<file path="src/rtl/seq_restoring_divider.sv">
`default_nettype none
// ============================================================================
// Module      : seq_restoring_divider
// Description : Multi-cycle unsigned restoring divider. Produces the quotient
//               and remainder of dividend / divisor, retiring one quotient bit
//               per clock through a ripple chain of full-subtractor cells.
//               A start/busy/done handshake connects it to the controlling
//               FSM of the arithmetic datapath.
// Revision    : 1.0 - initial release
// ----------------------------------------------------------------------------
// Parameters
//   WIDTH        operand / result width in bits (>= 2)
// Ports
//   clk          in   1      system clock, rising edge
//   rst_n        in   1      synchronous active-low reset
//   start        in   1      request, sampled only in IDLE or DONE
//   dividend     in   WIDTH  numerator, latched when start is accepted
//   divisor      in   WIDTH  denominator, latched when start is accepted
//   busy         out  1      high while a division is iterating
//   done         out  1      one-cycle pulse, results valid in that cycle
//   quotient     out  WIDTH  registered quotient (all ones on divide by 0)
//   remainder    out  WIDTH  registered remainder (dividend on divide by 0)
//   div_by_zero  out  1      set together with done when divisor was 0
// ============================================================================
module seq_restoring_divider #(
   parameter int WIDTH = 4
) (
   input  logic             clk,
   input  logic             rst_n,
   input  logic             start,
   input  logic [WIDTH-1:0] dividend,
   input  logic [WIDTH-1:0] divisor,
   output logic             busy,
   output logic             done,
   output logic [WIDTH-1:0] quotient,
   output logic [WIDTH-1:0] remainder,
   output logic             div_by_zero
);

   // ------------------------------------------------------------------------
   // Constants
   // ------------------------------------------------------------------------
   localparam logic [1:0] c_IDLE = 2'd0;
   localparam logic [1:0] c_RUN  = 2'd1;
   localparam logic [1:0] c_DONE = 2'd2;

   localparam int                 c_CNT_W   = $clog2(WIDTH + 1);
   localparam logic [c_CNT_W-1:0] c_CNT_ONE = c_CNT_W'(1);
   localparam logic [c_CNT_W-1:0] c_LAST    = c_CNT_W'(WIDTH - 1);

   // ------------------------------------------------------------------------
   // State and datapath registers
   // ------------------------------------------------------------------------
   logic [1:0]         r_state;
   logic [1:0]         w_state_next;

   logic [WIDTH-1:0]   r_divisor;   // operand isolated from the input port
   logic [WIDTH-1:0]   r_rem;       // partial remainder
   logic [WIDTH-1:0]   r_q;         // dividend shifting out, quotient in
   logic [c_CNT_W-1:0] r_cnt;       // iteration index within RUN

   // ------------------------------------------------------------------------
   // Control decode
   // ------------------------------------------------------------------------
   logic w_idle_like;
   logic w_accept;
   logic w_div_zero;
   logic w_last;

   // Both IDLE and DONE take a new request, which allows back-to-back use.
   assign w_idle_like = (r_state == c_IDLE) || (r_state == c_DONE);
   assign w_accept    = start && w_idle_like;
   assign w_div_zero  = (divisor == '0);
   assign w_last      = (r_cnt == c_LAST);

   // ------------------------------------------------------------------------
   // Trial subtraction: {rem, next dividend bit} - {0, divisor}
   //
   // The partial remainder is held as WIDTH bits: after every iteration it
   // is strictly less than the divisor, so the (WIDTH+1)-bit working value
   // always has a zero MSB once stored. The MSB of the shifted operand is
   // still fed through the chain so the final borrow is exact.
   // ------------------------------------------------------------------------
   logic [WIDTH:0]   w_a;
   logic [WIDTH:0]   w_b;
   logic [WIDTH-1:0] w_diff;
   logic [WIDTH+1:0] w_borrow;
   logic             w_no_borrow;
   logic [WIDTH-1:0] w_rem_next;
   logic [WIDTH-1:0] w_q_next;

   assign w_a         = {r_rem, r_q[WIDTH-1]};
   assign w_b         = {1'b0, r_divisor};
   assign w_borrow[0] = 1'b0;

   genvar i;
   generate
      for (i = 0; i < WIDTH; i++) begin : g_sub
         assign w_diff[i]     = w_a[i] ^ w_b[i] ^ w_borrow[i];
         assign w_borrow[i+1] = (~w_a[i] & w_b[i])
                              | (~(w_a[i] ^ w_b[i]) & w_borrow[i]);
      end
   endgenerate

   // Top cell: only its borrow matters, its difference bit is always 0
   // whenever the subtraction is kept.
   assign w_borrow[WIDTH+1] = (~w_a[WIDTH] & w_b[WIDTH])
                            | (~(w_a[WIDTH] ^ w_b[WIDTH]) & w_borrow[WIDTH]);

   assign w_no_borrow = ~w_borrow[WIDTH+1];

   // Keep the difference when it did not go negative, else restore.
   assign w_rem_next  = w_no_borrow ? w_diff : w_a[WIDTH-1:0];
   assign w_q_next    = {r_q[WIDTH-2:0], w_no_borrow};

   // ------------------------------------------------------------------------
   // FSM: state register
   // ------------------------------------------------------------------------
   always_ff @(posedge clk) begin
      if (!rst_n) begin
         r_state <= c_IDLE;
      end else begin
         r_state <= w_state_next;
      end
   end

   // ------------------------------------------------------------------------
   // FSM: next-state logic
   // ------------------------------------------------------------------------
   always_comb begin
      w_state_next = r_state;
      case (r_state)
         c_IDLE: begin
            if (w_accept) begin
               w_state_next = w_div_zero ? c_DONE : c_RUN;
            end
         end
         c_RUN: begin
            // start is ignored here; only the iteration count moves us on.
            if (w_last) begin
               w_state_next = c_DONE;
            end
         end
         c_DONE: begin
            if (w_accept) begin
               w_state_next = w_div_zero ? c_DONE : c_RUN;
            end else begin
               w_state_next = c_IDLE;
            end
         end
         default: begin
            w_state_next = c_IDLE;
         end
      endcase
   end

   // ------------------------------------------------------------------------
   // FSM: outputs
   // ------------------------------------------------------------------------
   always_comb begin
      busy = 1'b0;
      done = 1'b0;
      case (r_state)
         c_RUN:   busy = 1'b1;
         c_DONE:  done = 1'b1;
         default: begin
            busy = 1'b0;
            done = 1'b0;
         end
      endcase
   end

   // ------------------------------------------------------------------------
   // Datapath and result registers
   // ------------------------------------------------------------------------
   always_ff @(posedge clk) begin
      if (!rst_n) begin
         r_divisor   <= '0;
         r_rem       <= '0;
         r_q         <= '0;
         r_cnt       <= '0;
         quotient    <= '0;
         remainder   <= '0;
         div_by_zero <= 1'b0;
      end else if (w_accept) begin
         r_divisor <= divisor;
         r_rem     <= '0;
         r_q       <= dividend;
         r_cnt     <= '0;
         if (w_div_zero) begin
            // Skip the iterations entirely; results appear with done next
            // cycle.
            quotient    <= '1;
            remainder   <= dividend;
            div_by_zero <= 1'b1;
         end else begin
            div_by_zero <= 1'b0;
         end
      end else if (r_state == c_RUN) begin
         r_rem <= w_rem_next;
         r_q   <= w_q_next;
         r_cnt <= r_cnt + c_CNT_ONE;
         // Results only move on the final iteration so the visible
         // outputs stay stable for the whole RUN phase.
         if (w_last) begin
            quotient  <= w_q_next;
            remainder <= w_rem_next;
         end
      end
   end

endmodule
`default_nettype wire

</file>
<file path="config.mk">
export PLATFORM = sky130hd
export DESIGN_NAME = seq_restoring_divider
export DESIGN_NICKNAME = d
export VERILOG_FILES = /design/src/rtl/seq_restoring_divider.sv
export SDC_FILE = /design/constraint.sdc
export NUM_CORES = 1
export LEC_CHECK = 0
export ABC_AREA = 1
export CAP_MARGIN = 10
export CORE_AREA = 3 3 83 69
export CTS_CLUSTER_SIZE = 20
export DETAILED_ROUTE_END_ITERATION = 8
export DIE_AREA = 0 0 86 72
export GPL_TIMING_DRIVEN = 0
export PLACE_DENSITY_LB_ADDON = 0.15
export SLEW_MARGIN = 15
export SYNTH_ARGS = -nofsm -noshare
export SYNTH_HDL_FRONTEND = slang
export SYNTH_SLANG_ARGS = --single-unit
</file>
<file path="constraint.sdc">
create_clock -name clk -period 2.9 [get_ports clk]
set_clock_uncertainty 0.05 [all_clocks]
set_input_delay 0.58 -clock clk [delete_from_list [all_inputs] [get_ports clk]]
set_output_delay 0.58 -clock clk [all_outputs]
set_load 0.03 [all_outputs]
</file>
==> flow_summary.ini, run 1 <==
[sta]
timing.fmax_ghz = 0.3774
finalMaxSlewViolations = 0
tightest_slew_ns = 0.3136
tns_ns = 0
finalHoldViolations = 0
period_share_pct = 91.36
rsz0062_at_grt = no
slew_headroom_pct = 79.03
finalSetupViolations = 0
layout_min_cycle_time_ns = 2.649

[routing]
wl_um = 2731
first_pass_iters = 4
drtAntennaViolNets = 0
drtIter0Drc = 36
wire_per_inst_um = 10.84
vias_per_cell = 4.083
vias = 1029
drc_errors = 0

[synth]
syn_area_um2 = 1239
syn_nets = 182
synth_edf_count = 0
ys.flop_type = dfxtp_1
synth_top_area_cell = dfxtp_1
synthTopCellsByArea = dfxtp_1 42%, nand2_1 9.4%, nor2_1 9.4%
syn-mean-instance-area_um2 = 7.507
syn_inst = 165
synthArstFlopShare_pct = 0
ys_seq_area_share_pct = 42.02
synth_cell_types = 24
yosys_warnings = 0
synth_common_cells = 31 x nand2_1, 31 x nor2_1, 26 x dfxtp_1, 18 x inv_1, 12 x o21ai_0
synth_top_area_share_pct = 42.02
ys_ff_latch = 26

[layout]
antenna_cells = 0
nFillCells = 529
final_nets = 208
finalNonFillerCells = 252
multi_input_area_um2 = 619.3
drive_above_1_share_pct = 7.368
synthToLayoutAreaGrowth_pct = 28.99
final_core_util_pct = 32.09
seq_area_um2 = 520.5

[worst_setup_path]
start_kind = flop
critPathRequiredTime_ns = 3.02
critPathKind = flop to flop
cp.arrival_ns = 2.77
crit_fanout = 6
setup.worst_path.end_class = flop

[clock_tree]
cts_root_buf = clkbuf_8
cts.clk_slew.worst_paths_ns = 0.10
h-tree-depth = 1
cts_tree = done
cts_buffers = 3
clk_latency_ns = 0.27
cts_hold_buffers = 0
cts_setup_buffers = 0
cts.sinks = 26
cts_resized = 0
cts_buffer_depth = 2

[power]
power.share.switching_pct = 26.84
power.share.clock_pct = 35.3
cellLeakagePower_nw = 0.7307
p_per_area_nw_per_um2 = 542.1
p_switching_uw = 232.5
power_uw = 866.1
p_int_uw = 633.6
combPwrFrac_pct = 19.8
pwr-share-seq_pct = 44.8
ir_drop_mv = 0.2733

[floorplan]
start_util_pct = 24.88
fp.dieH_um = 72
die_width_um = 86
core-area_um2 = 4979
dieArea_um2 = 6192
ios = 22
rows = 23

[place]
io_buffers = 21
post-place-cells = 248
place_congestion = 0.7233
dp_hpwl_um = 2133

[grt]
grt_overflow = 0
grt_max_degree = 16
gr-usage-all-layers_pct = 9.904
grt_first_pass_wirelength_um = 4843
antenna_found_initial = 0
grt_pass1_vias = 1072

[run_status]
status = finished, final reports clean

[min_path]
hold_class = flop to flop

[run]
maxCapViolCount = 0
[cell families after synthesis]
| group | Yosys count | share of synthesized area, % |
|---|---|---|
| xor+xnor | 1 | 0.7072 |
| compound gates | 25 | 10.91 |
| flops | 26 | 42.02 |
| simple gates | 83 | 30.50 |
| fa+ha+maj | 6 | 7.879 |
| buf+inv | 24 | 7.979 |
[area by class of cell]
class,count,share of cell area (%)
Multi-Input combinational cell,115,38.76
Sequential cell,26,32.58
Timing Repair Buffer,21,13.16
Inverter,21,5.090
Tap cell,62,4.855
Clock buffer,3,2.584
Clock inverter,1,1.879
Buffer,3,1.096
[flip-flops by register name, summed over array words and instances (netlist names)]
signal,count
div_by_zero,1
quotient,4
r_cnt,3
r_divisor,4
r_q,4
r_rem,4
r_state,2
remainder,4
[through the flow]
step | worst slack [ns] | hold WS (ns) | cell area [µm²]
4_1_cts | 0.2826 | 0.4278 | 1598
2_1_floorplan | 0.4964 | 0.3981 | 1239
5_1_grt | 0.08064 | 0.4561 | 1598
3_3_place_gp | 0.2610 | 0.4145 | 1526
6_report | 0.2506 | 0.4193 | 1598
3_5_place_dp | 0.3091 | 0.4103 | 1526
[worst max-delay path: stages (launching register included)]
cell and delay, ns:
dfxtp_1 0.36, inv_1 0.07, ha_1 0.19, fa_1 0.38
fa_1 0.39, fa_1 0.45, nand2_1 0.21, nand2_1 0.09
and2_1 0.14, o21ai_0 0.17, inv_1 0.06
[power groups by stage]
stage               Clock (mW)  Sequential [mW]  Combinational, mW
floorplan                    0            0.399              0.119
global placement             0            0.397              0.177
detailed placement           0            0.397              0.173
CTS                      0.315            0.388              0.174
global route             0.329            0.392              0.200
finish                   0.306            0.388              0.172
[routing by layer]
metal  global-route usage [%]  vias to the layer above  wire length (µm)
li1                         -                      573                 -
met1                    14.90                      438              1577
met2                    14.11                       16              1021
met3                    3.292                        2               113
met4                    1.054                        0                19
met5                        0                        -                 0
[layout by cell type, fill, tap and decap left out, drive strengths merged]
cell / synthesis / final
nand2: 34 / 34
xor2: 1 / 1
nand3b: 4 / 4
a21oi: 7 / 7
clkbuf: 0 / 3
o21ai: 12 / 12
buf: 3 / 3
ha: 3 / 3
inv: 20 / 20
a211oi: 1 / 1
nand3: 9 / 9
clkdlybuf4s50: 0 / 21
and2: 4 / 4
dfxtp: 26 / 26
o21a: 1 / 1
clkinv: 1 / 1
bufinv: 0 / 1
nor2: 32 / 32
fa: 3 / 3
a31oi: 4 / 4
[path summary, 6_finish.rpt]
check                                  from          end  slack, ns  cells after the start
worst min-delay path            div_by_zero  div_by_zero       0.42                      2
worst max-delay path                 r_q[3]     r_rem[2]       0.25                     10
worst max register to register       r_q[3]     r_rem[2]       0.25                     10
worst min register to register  div_by_zero  div_by_zero       0.42                      2
No activity file was read; power rests on OpenSTA's default activity.
==> run 2, diff against run 1 <==
--- a/config.mk
+++ b/config.mk
@@ -8,11 +8,12 @@
 export ABC_AREA = 1
 export CAP_MARGIN = 10
 export CORE_AREA = 3 3 83 69
+export CTS_CLUSTER_DIAMETER = 200
 export CTS_CLUSTER_SIZE = 20
 export DETAILED_ROUTE_END_ITERATION = 8
 export DIE_AREA = 0 0 86 72
 export GPL_TIMING_DRIVEN = 0
-export PLACE_DENSITY_LB_ADDON = 0.15
+export PLACE_DENSITY = 0.45
 export SLEW_MARGIN = 15
 export SYNTH_ARGS = -nofsm -noshare
 export SYNTH_HDL_FRONTEND = slang
==> run 2 against run 1 <==
  * Fmax is 0.95% lower
  * Wire length is 2.7% higher
  * Sequential power barely moved
  * Core utilization is 0.60 points lower
  * Flip-flop and latch count stayed put
  * Non-clock buffer count stayed put
  * Highest routed layer unchanged
  * Cell area fell by 1.9%
  * Largest cell class unchanged
==> flow_summary.ini, run 2 (same netlist as run 1, synthesis figures left out) <==
[sta]
setup_slack_ns = 0.2251
layout_min_cycle_time_ns = 2.675
slew_headroom_pct = 79.04
finalMaxSlewViolations = 0
rsz0062_at_grt = no
timing.fmax_ghz = 0.3738
tightest_slew_ns = 0.3135
tns_ns = 0
finalHoldViolations = 0
period_share_pct = 92.24
finalSetupViolations = 0

[worst_setup_path]
cp.arrival_ns = 2.79
start_kind = flop
setup.worst_path.end_class = flop
critPathKind = flop to flop
crit_fanout = 6
critPathRequiredTime_ns = 3.02

[grt]
grt_pass1_vias = 1027
grt_max_degree = 14
busiest_layer = met1
grt_overflow = 0
grt_first_pass_wirelength_um = 5016
grt_use_met1_pct = 16.42
gr-usage-all-layers_pct = 10.17
grtUsageMet3_pct = 2.838
antenna_found_initial = 0
met2_usage_pct = 13.26

[layout]
synthToLayoutAreaGrowth_pct = 26.57
seq_area_um2 = 520.5
final_nets = 208
layout_common_cells = 31 x nor2_1, 31 x nand2_1, 26 x dfxtp_1
nFillCells = 561
drive_above_1_share_pct = 6.878
multi_input_area_um2 = 619.3
finalNonFillerCells = 251
final_core_util_pct = 31.49
antenna_cells = 0

[clock_tree]
h-tree-depth = 1
cts.sinks = 26
cts_tree = done
cts_setup_buffers = 0
clk_latency_ns = 0.27
cts_buffer_depth = 2
cts.clk_slew.worst_paths_ns = 0.09
cts_hold_buffers = 0
cts_root_buf = clkbuf_8
cts_resized = 0
cts_buffers = 3

[power]
power.share.clock_pct = 26.5
p_switching_uw = 223.5
cellLeakagePower_nw = 0.7166
p_per_area_nw_per_um2 = 488.4
combPwrFrac_pct = 22.8
pwr-share-seq_pct = 50.7
power_uw = 765.6
p_int_uw = 542.2
power.share.switching_pct = 29.19
ir_drop_mv = 0.2579

[routing]
drtAntennaViolNets = 0
wire_per_inst_um = 11.17
vias = 1029
drtIter0Drc = 58
drc_errors = 0
vias_per_cell = 4.100
wl_um = 2804
first_pass_iters = 4

[place]
place_congestion = 0.7192
dp_hpwl_um = 2202
io_buffers = 21
post-place-cells = 248
place_ws_ns = 0.2402

[min_path]
hold_class = flop to flop

[floorplan]
dieArea_um2 = 6192
die_width_um = 86
rows = 23
ios = 22
fp.dieH_um = 72
start_util_pct = 24.88
core-area_um2 = 4979

[run_status]
status = finished, final reports clean

[run]
maxCapViolCount = 0
## run 2: critical path, stage by stage, from the launching register on
cell and delay [ns]:
dfxtp_1 0.34, inv_1 0.06, ha_1 0.19, fa_1 0.38
fa_1 0.41, fa_1 0.46, nand2_1 0.23, nand2_1 0.10
and2_1 0.15, o21ai_0 0.16, inv_1 0.05
## run 2: stage by stage
stage | hold WS [ns] | cell area (µm²)
finish | 0.4232 | 1568
global route | 0.4503 | 1568
CTS | 0.4311 | 1568
detailed placement | 0.4094 | 1526
global placement | 0.4122 | 1526
floorplan | 0.3981 | 1239
## run 2: worst paths after layout
kind                    start          end  slack [ns]  depth (start not counted)
setup reg to reg       r_q[3]     r_rem[0]        0.23                         10
hold / removal    div_by_zero  div_by_zero        0.42                          2
hold reg to reg   div_by_zero  div_by_zero        0.42                          2
setup / recovery       r_q[3]     r_rem[0]        0.23                         10
## run 2: per-layer routing
| metal | vias to the layer above | part of all wire, % |
|---|---|---|
| met4 | 0 | 0.68 |
| met5 | - | 0 |
| met2 | 18 | 36 |
| met1 | 439 | 60 |
| met3 | 2 | 3.2 |
| li1 | 570 | - |
## run 2: layout make-up
cell class	instances	share of cell area, %
multi-input combinational	115	39.51
inverter	21	5.188
clock buffer	3	2.634
buffer	3	1.117
timing repair buffer	21	13.41
sequential	26	33.20
tap	62	4.948
## run 2: power groups by stage
stage | Combinational, mW | Sequential, mW | Clock [mW]
finish | 0.175 | 0.388 | 0.203
global route | 0.203 | 0.391 | 0.231
CTS | 0.177 | 0.389 | 0.217
detailed placement | 0.175 | 0.397 | 0
global placement | 0.177 | 0.397 | 0
floorplan | 0.119 | 0.399 | 0
==> run 3, diff against run 2 <==
--- a/config.mk
+++ b/config.mk
@@ -6,12 +6,13 @@
 export NUM_CORES = 1
 export LEC_CHECK = 0
 export ABC_AREA = 1
+export ABC_CLOCK_PERIOD_IN_PS = 2900
 export CAP_MARGIN = 10
-export CORE_AREA = 3 3 83 69
+export CORE_AREA = 4 4 84 70
 export CTS_CLUSTER_DIAMETER = 200
 export CTS_CLUSTER_SIZE = 20
 export DETAILED_ROUTE_END_ITERATION = 8
-export DIE_AREA = 0 0 86 72
+export DIE_AREA = 0 0 88 74
 export GPL_TIMING_DRIVEN = 0
 export PLACE_DENSITY = 0.45
 export SLEW_MARGIN = 15
==> run 3 against run 2 <==
  * Sequential power hardly changed
  * Clock power about the same
  * First-iteration DRC count rose by 47%
  * Critical path depth unchanged
  * Sequential share of layout area did not move
  * Worst hold slack got worse by 0.0022 ns
  * Flip-flop and latch count unchanged
  * Global-route usage is 0.41 points lower
  * Register-to-register slack barely moved
  * Critical path type unchanged
  * Largest power group unchanged
==> flow_summary.ini, run 3 (same netlist as run 1, synthesis figures left out) <==
[run]
maxCapViolCount = 0

[power]
cellLeakagePower_nw = 0.7166
p_per_area_nw_per_um2 = 486.8
ir_drop_mv = 0.1759

[clock_tree]
cts_buffers = 3
cts_resized = 0
cts_root_buf = clkbuf_8
cts_tree = done
h-tree-depth = 1
clk_latency_ns = 0.27
cts_setup_buffers = 0
cts.clk_slew.worst_paths_ns = 0.09
cts_hold_buffers = 0
cts.sinks = 26
cts_buffer_depth = 2

[min_path]
hold_class = flop to flop

[floorplan]
start_util_pct = 24.88
dieArea_um2 = 6512
core-area_um2 = 4979
die_width_um = 88
rows = 23
fp.dieH_um = 74
ios = 22

[place]
dp_hpwl_um = 2258
placed_cell_area_um2 = 1526
io_buffers = 21
place_congestion = 0.7515
place_ws_ns = 0.2570

[layout]
finish.instance_area_um2 = 1568
final_nets = 208
antenna_cells = 0
nFillCells = 543
drive_above_1_share_pct = 6.878
layout_common_cells = 31 x nor2_1, 31 x nand2_1, 26 x dfxtp_1
synthToLayoutAreaGrowth_pct = 26.57

[sta]
rsz0062_at_grt = no
finalMaxSlewViolations = 0
tns_ns = 0
finalHoldViolations = 0
timing.fmax_ghz = 0.3743
layout_min_cycle_time_ns = 2.672
period_share_pct = 92.13
whs_ns = 0.4210
finalSetupViolations = 0
setup_slack_ns = 0.2284
slew_headroom_pct = 78.73
tightest_slew_ns = 0.3181

[grt]
grt_first_pass_wirelength_um = 4912
grt_overflow = 0
gr-usage-all-layers_pct = 9.770
grt_max_degree = 14
antenna_found_initial = 0
grt_pass1_vias = 1026

[worst_setup_path]
critPathKind = flop to flop
setup.worst_path.end_class = flop
crit_fanout = 6
start_kind = flop
crit_top_cell = fa_1
crit_slowest_cell = fa_1
slowest_delay_ns = 0.46
crit_chain = inv_1 -> ha_1 -> fa_1 -> fa_1 -> fa_1 -> nand2_1 -> nand2_1 -> and2_1 -> o21ai_0 -> inv_1
cp.arrival_ns = 2.79
crit_buf_inv = 2
critPathTopFamily = adder cells
critPathRequiredTime_ns = 3.02

[routing]
first_pass_iters = 4
vias = 1069
dr_wl_met2_um = 1066
drc_errors = 0
wire_per_inst_um = 11.37
wl_met3_um = 120
drtIter0Drc = 85
vias_per_cell = 4.259
wl_um = 2855
met1_length_um = 1643
routed.top_layer = met4
drtAntennaViolNets = 0

[run_status]
status = finished, final reports clean
-- run 3: cell type report --
cell class                 instances  area, µm²  share of cell area, %
multi-input combinational        115      619.3                  39.51
sequential                        26      520.5                  33.20
timing repair buffer              21      210.2                  13.41
inverter                          21      81.33                  5.188
tap                               62      77.57                  4.948
clock buffer                       3      41.29                  2.634
buffer                             3      17.52                  1.117
-- run 3: path summary, 6_finish.rpt --
kind | end | depth (start not counted) | startpoint | slack (ns)
worst min-delay path | div_by_zero | 2 | div_by_zero | 0.42
worst max-delay path | r_rem[0] | 10 | r_q[3] | 0.23
worst max register to register | r_rem[0] | 10 | r_q[3] | 0.23
worst min register to register | div_by_zero | 2 | div_by_zero | 0.42
-- run 3: layer usage --
metal,track usage (%),up-vias
li1,-,573
met1,14.92,473
met2,13.38,21
met3,2.990,2
met4,2.044,0
met5,0,-
-- run 3: worst reg2reg max path, delay by kind of cell (launching register included) --
kind            cells  cell delay [ns]
compound gates      1             0.14
buf+inv             2             0.14
simple gates        3             0.46
flops               1             0.35
fa+ha+maj           4             1.45
-- run 3: metrics by stage --
stage	util, %	power [mW]	cells
final	31.49	0.7632	251
after global routing	31.49	0.8205	251
after CTS	31.49	0.7774	251
after detailed placement	30.66	0.5727	248
after global placement	30.66	0.5739	248
after floorplan	-	0.5182	165
-- run 3: power by group --
group,internal [mW],switching [mW]
registers,0.376,0.0124
logic,0.0734,0.101
clock network,0.0929,0.107
total,0.542,0.221
